===== src/rtl/fifo_uart_pkg.sv =====
// Shared types and helpers for the FIFO-fed UART transmitter.
// Optional parity support is selected by FIFO_UART_TX_PARITY_EN.
package fifo_uart_pkg;

  localparam int FRAME_BITS_BASE = 2;

  typedef enum logic [2:0] {
    ST_IDLE,
    ST_FETCH,
    ST_LATCH,
    ST_START,
    ST_DATA,
    ST_STOP
`ifdef FIFO_UART_TX_PARITY_EN
    , ST_PARITY
`endif
  } tx_state_t;

  // Even parity: the bit that makes the total count of ones even.
  function automatic logic even_parity(input logic [31:0] data);
    return ^data;
  endfunction

endpackage


===== src/rtl/fifo_uart_tx_bit_timer.sv =====
// Bit-period counter: counts 0..CLKS_PER_BIT-1 while run is high.
// bit_tick marks the wrap cycle; tick_next marks the cycle before it.
module uart_bit_timer #(
  parameter int CLKS_PER_BIT = 16
) (
  input  logic clk,
  input  logic reset,
  input  logic run,
  output logic bit_tick,
  output logic tick_next
);

  localparam int CNT_W = $clog2(CLKS_PER_BIT);

  logic [CNT_W-1:0] cnt;

  always_ff @(posedge clk) begin
    if (reset || !run) begin
      cnt <= '0;
    end else if (bit_tick) begin
      cnt <= '0;
    end else begin
      cnt <= cnt + 1'b1;
    end
  end

  assign bit_tick  = run && (cnt == CNT_W'(CLKS_PER_BIT - 1));
  assign tick_next = run && (cnt == CNT_W'(CLKS_PER_BIT - 2));

endmodule


===== src/rtl/fifo_uart_tx.sv =====
// FIFO-draining UART transmitter; start, LSB-first data, [even parity], stop.
// Latency: start bit 3 cycles after IDLE sees a non-empty FIFO; frame is (DATA_WIDTH+2[+1])*CLKS_PER_BIT.
// Backpressure: reads one byte per frame, only from IDLE with tx_enable high. Parity: FIFO_UART_TX_PARITY_EN.
module fifo_uart_tx
  import fifo_uart_pkg::*;
#(
  parameter int DATA_WIDTH   = 8,
  parameter int CLKS_PER_BIT = 16
) (
  input  logic                  clk,
  input  logic                  reset,
  input  logic                  tx_enable,
  input  logic                  fifo_empty,
  input  logic [DATA_WIDTH-1:0] fifo_data,
  output logic                  fifo_rd_en,
  output logic                  tx,
  output logic                  busy,
  output logic                  tx_done
);

  localparam int IDX_W = (DATA_WIDTH > 1) ? $clog2(DATA_WIDTH) : 1;

  tx_state_t             state;
  logic [DATA_WIDTH-1:0] shreg;
  logic [IDX_W-1:0]      bit_idx;
  logic                  timer_run;
  logic                  bit_tick;
  logic                  tick_next;
`ifdef FIFO_UART_TX_PARITY_EN
  logic                  parity_bit;
`endif

  assign timer_run = (state == ST_START) || (state == ST_DATA) || (state == ST_STOP)
`ifdef FIFO_UART_TX_PARITY_EN
                  || (state == ST_PARITY)
`endif
                  ;

  uart_bit_timer #(
    .CLKS_PER_BIT (CLKS_PER_BIT)
  ) u_bit_timer (
    .clk       (clk),
    .reset     (reset),
    .run       (timer_run),
    .bit_tick  (bit_tick),
    .tick_next (tick_next)
  );

  always_ff @(posedge clk) begin
    if (reset) begin
      state      <= ST_IDLE;
      shreg      <= '0;
      bit_idx    <= '0;
      fifo_rd_en <= 1'b0;
      tx         <= 1'b1;
      busy       <= 1'b0;
      tx_done    <= 1'b0;
`ifdef FIFO_UART_TX_PARITY_EN
      parity_bit <= 1'b0;
`endif
    end else begin
      fifo_rd_en <= 1'b0;
      tx_done    <= 1'b0;
      case (state)
        ST_IDLE: begin
          tx <= 1'b1;
          if (tx_enable && !fifo_empty) begin
            state      <= ST_FETCH;
            fifo_rd_en <= 1'b1;
            busy       <= 1'b1;
          end
        end
        ST_FETCH: state <= ST_LATCH;
        // Read data appears one cycle after the strobe, i.e. now.
        ST_LATCH: begin
          shreg   <= fifo_data;
          bit_idx <= '0;
          tx      <= 1'b0;
          state   <= ST_START;
`ifdef FIFO_UART_TX_PARITY_EN
          parity_bit <= even_parity(32'(fifo_data));
`endif
        end
        ST_START: begin
          if (bit_tick) begin
            tx    <= shreg[0];
            shreg <= shreg >> 1;
            state <= ST_DATA;
          end
        end
        ST_DATA: begin
          if (bit_tick) begin
            if (bit_idx == IDX_W'(DATA_WIDTH - 1)) begin
`ifdef FIFO_UART_TX_PARITY_EN
              tx    <= parity_bit;
              state <= ST_PARITY;
`else
              tx    <= 1'b1;
              state <= ST_STOP;
`endif
            end else begin
              bit_idx <= bit_idx + 1'b1;
              tx      <= shreg[0];
              shreg   <= shreg >> 1;
            end
          end
        end
`ifdef FIFO_UART_TX_PARITY_EN
        ST_PARITY: begin
          if (bit_tick) begin
            tx    <= 1'b1;
            state <= ST_STOP;
          end
        end
`endif
        ST_STOP: begin
          // Register the done pulse one cycle early so it lands on the wrap cycle.
          if (tick_next) tx_done <= 1'b1;
          if (bit_tick) begin
            busy  <= 1'b0;
            state <= ST_IDLE;
          end
        end
        default: begin
          state <= ST_IDLE;
          tx    <= 1'b1;
          busy  <= 1'b0;
        end
      endcase
    end
  end

endmodule


===== config.mk =====
export PLATFORM = sky130hd
export DESIGN_NAME = fifo_uart_tx
export DESIGN_NICKNAME = d
export VERILOG_FILES = /design/src/rtl/fifo_uart_pkg.sv /design/src/rtl/fifo_uart_tx_bit_timer.sv /design/src/rtl/fifo_uart_tx.sv
export SDC_FILE = /design/constraint.sdc
export NUM_CORES = 1
export LEC_CHECK = 0
export CAP_MARGIN = 40
export CORE_UTILIZATION = 45
export CTS_BUF_LIST = sky130_fd_sc_hd__clkbuf_8 sky130_fd_sc_hd__clkbuf_16
export CTS_CLUSTER_SIZE = 14
export DETAILED_ROUTE_END_ITERATION = 12
export DONT_BUFFER_PORTS = 1
export PLACE_DENSITY = 0.73
export SYNTH_ARGS = -nofsm -noshare
export SYNTH_HDL_FRONTEND = slang
export SYNTH_SLANG_ARGS = --single-unit

===== constraint.sdc =====
create_clock -name clk -period 1.9 [get_ports clk]
set_clock_uncertainty 0.1 [all_clocks]
set_input_delay 0.475 -clock clk [delete_from_list [all_inputs] [get_ports clk]]
set_output_delay 0.475 -clock clk [all_outputs]
set_load 0.05 [all_outputs]

==> run_results.csv <==
group,metric,value,unit
yosys,seq_area_frac_synth,38.7,%
clock_tree,clock_insertion_delay_worst_skew,270,ps
floorplan,initial_utilization,49.6,%
yosys,syn_avg_cell_area,8.63,um2
power,vdd_ir_drop_max,0.000627,V
timing,finalMaxSlewViolations,0,
critical_path,cp_slowest_stage_delay,530,ps
clock_tree,clock-sinks,22,
floorplan,dieArea,2740,um2
cells_and_area,mostFrequentLayoutCell,"sky130_fd_sc_hd__dfxtp_1",
floorplan,die_width,52.3,um
critical_path,critPathRequiredTime,2010,ps
critical_path,critical_path.n_buffers_inverters,1,
outcome,run_status,"finished with violations",
cells_and_area,post_route_cells_drive_above_1_share,31.0,%
timing,report.final.setup_viol,10,
clock_tree,cts_htree_levels,1,
place,io_buffers,0,
timing,setup_total_negative_slack,-1380,ps
global_route,grt_busiest_layer,"met2",
run,cap_viol_max_count,0,
min_path,holdCritPathClass,"in2reg",
critical_path,worstSetupPathDepth,7,
critical_path,critical_path.slowest_cell,"sky130_fd_sc_hd__or4b_4",
global_route,met2_usage,34.4,%
place,dpl.hpwl,1760,um
cells_and_area,fin_cells,173,
global_route,grt_max_degree,19,
yosys,synth_top_cells_by_area,"sky130_fd_sc_hd__dfxtp_1 39%, sky130_fd_sc_hd__a21oi_1 5.7%, sky130_fd_sc_hd__nor3_1 5.3%",
timing,finalWorstPathRequiredPeriod,2080,ps
global_route,grt_util_met3,4.93,%
place,routability_congestion_estimate_from_global_placement,0.722,
cells_and_area,antenna_diode_count,0,
timing,post_layout_worst_setup_margin,-176,ps
yosys,yosysTopAreaCellShare,38.7,%
yosys,yosysUniqueCellTypes,40,
clock_tree,clock_tree_from_tritoncts,"done",
yosys,post_synth_xor_area_fraction,2.31,%
floorplan,core-area,2300,um2
yosys,synth_simple_gate_area_share,28.8,%
detailed_routing,via_per_inst,6.25,
power,static-leakage-power,0.552,nW
global_route,grtUsageTotal,21.8,%
critical_path,ff2ff_path_depth,7,
place,place_worst_setup_slack,-196,ps
detailed_routing,drt-total-wl,2770,um
floorplan,height_of_the_die,52.3,um
yosys,synth-adder-area-share,4.40,%
floorplan,design.portCount,16,
cells_and_area,synthToLayoutAreaGrowth,30.7,%
timing,finalCritPeriodShare,109,%
timing,tightest_slew,517,ps
yosys,ys_warn_count,0,
yosys,muxShareOfSynthArea,0,%
yosys,syn_nets,148,
yosys,synth_compound_gate_area_share,20.4,%
global_route,global_route_wire_length_before_repair,4450,um
floorplan,placement_rows,17,
detailed_routing,total_iterations_of_the_first_detailed_routing_run,4,
critical_path,cp-end-kind,"flop",
critical_path,worst_path_dominant_cell_family,"simple AND/OR/NAND/NOR gates",
global_route,global_route.overflow_total,0,
detailed_routing,wl_per_cell,16.0,um
global_route,number_of_antenna_violations_at_the_first_check_in_global_routing,0,
yosys,synth-seq-cells,22,
detailed_routing,number_of_drc_markers_after_the_initial_detailed_route_iteration,30,
clock_tree,cts.path.max_buffers,2,
detailed_routing,drc_violations_left,0,
detailed_routing,dr_vias,1082,
place,dpl.cell_count,160,
clock_tree,cts-root-buf,"sky130_fd_sc_hd__clkbuf_8",
yosys,largest_family_of_logic_cells_by_synthesized_area,"simple AND/OR/NAND/NOR gates",
critical_path,ff2ff_setup_slack,-180,ps
place,detailed_place.area,1270,um2
critical_path,worstSetupPathType,"reg2reg",
cells_and_area,num-fill-cells,174,
yosys,synth_top_area_cell,"sky130_fd_sc_hd__dfxtp_1",
timing,slew_headroom,65.5,%
power,power_density,1050,nW/um2
cells_and_area,final_net_count,162,
critical_path,crit_path_frequent_cell,"sky130_fd_sc_hd__ha_4",
global_route,grt_util_met1,27.3,%
critical_path,path_max_fanout,7,
cells_and_area,finalInstanceArea,1490,um2
clock_tree,worst_setup_hold_path_clk_slew,80,ps
detailed_routing,route.antenna.remaining_nets,0,
yosys,postSynthCellCount,132,
critical_path,cp_data_arrival_time,2190,ps
yosys,mappedNetlistArea,1140,um2
min_path,min_delay_path_depth,1,
cells_and_area,final_cell_mix,"20 x sky130_fd_sc_hd__dfxtp_1, 17 x sky130_fd_sc_hd__buf_4, 12 x sky130_fd_sc_hd__nor3_1, 11 x sky130_fd_sc_hd__a21oi_1, 11 x sky130_fd_sc_hd__nor2_1",
global_route,grt_pass1_vias,1024,
cells_and_area,final_core_util,64.8,%
timing,grt_setup_unrepaired,"true",
critical_path,timing.critical_path.cells,"ha_4, ha_4, or4b_4, a32o_4, buf_4, nor4_2, a31o_1",
clock_tree,cts-buffers-inserted,3,
outcome,failed_checks,"negative setup slack",
timing,max_freq,482,MHz
critical_path,critical_path.startpoint_type,"flop",
timing,timing.final.hold_violations,0,
## synthesized netlist by cell type (all sizes together)
| cell | number |
|---|---|
| a31o | 7 |
| nor2 | 11 |
| o22a | 1 |
| or4b | 1 |
| nand3b | 2 |
| nor3b | 1 |
| nor3 | 12 |
| nor4b | 1 |
| nand3 | 4 |
| or3b | 1 |
| a21o | 1 |
| a32o | 1 |
| a21oi | 13 |
| and2 | 1 |
| o21ai | 3 |
| o2bb2ai | 1 |
| nor4 | 8 |
| nand2 | 4 |
| o31ai | 2 |
| and3 | 1 |
| o32ai | 1 |
| xor2 | 2 |
| a22oi | 1 |
| ha | 4 |
| and3b | 1 |
| xnor2 | 1 |
| nand4 | 1 |
| inv | 2 |
| nand2b | 6 |
| o211ai | 2 |
| and4b | 1 |
| clkbuf | 7 |
| buf | 4 |
| dfxtp | 22 |
| a211o | 1 |
## sequential cells by signal (all words and copies together) (netlist names)
register / count
shreg: 8
u_bit_timer.cnt: 4
bit_idx: 3
state: 3
busy: 1
fifo_rd_en: 1
tx: 1
tx_done: 1
## area by class of cell
| class | count | area, um2 | area share, % |
|---|---|---|---|
| multi-input combinational | 98 | 797 | 53.6 |
| sequential | 22 | 443 | 29.8 |
| timing repair buffer | 19 | 150 | 10.1 |
| clock buffer | 4 | 55.1 | 3.70 |
| tap | 28 | 35.0 | 2.35 |
| inverter | 2 | 7.51 | 0.505 |
## final timing paths
path / start / end
worst max register to register: bit_idx[1] / shreg[5]
worst max-delay path: bit_idx[1] / shreg[5]
worst min-delay path: reset / bit_idx[0]
worst min register to register: u_bit_timer.cnt[0] / u_bit_timer.cnt[0]
## repair_timing
| item | 4_1_cts | 5_1_grt |
|---|---|---|
| resized for setup | 7 | 8 |
| pin swaps | 5 | 3 |
| hold buffers | 0 | 0 |
| cloned | 1 | 0 |
| endpoints found under the setup margin | 11 | 11 |
| buffers inserted | 6 | 2 |
## report_power, final
part / leakage [nW] / switching [mW] / internal [mW]
Combinational: 0.343 / 0.299 / 0.276
Clock: 0.0288 / 0.158 / 0.185
Sequential: 0.180 / 0.110 / 0.532
Total: 0.552 / 0.567 / 0.993
## logic make-up (layout without fill, tap and decap cells)
group,Yosys count,count (layout)
adder cells (fa/ha/maj),4,4
AND/OR/NAND/NOR,56,56
buffers and inverters,13,25
flip-flops,22,22
XOR/XNOR,3,3
AO/OA/AOI/OAI,34,35
## worst register-to-register path: cells and delay by family (launching register included)
family                     cells  cell delay, ps
buffers and inverters          1             150
DFF                            1             340
adders and majority gates      2             310
AOI/OAI and AO/OA              2             460
and+or+nand+nor                2             660
## metrics by stage
| step | power, mW | hold WS, ps |
|---|---|---|
| 6_report | 1.56 | 169 |
| 5_1_grt | 1.63 | 161 |
| 4_1_cts | 1.52 | 159 |
| 3_5_place_dp | 1.08 | 358 |
| 3_3_place_gp | 1.06 | 342 |
| 2_1_floorplan | 0.984 | 330 |
## metal layers
layer | up-vias | part of all wire, %
li1 | 518 | -
met1 | 513 | 47
met2 | 44 | 44
met3 | 7 | 6.5
met4 | 0 | 2.2
met5 | - | 0
Note: power is estimated with default switching activity, not from simulation.
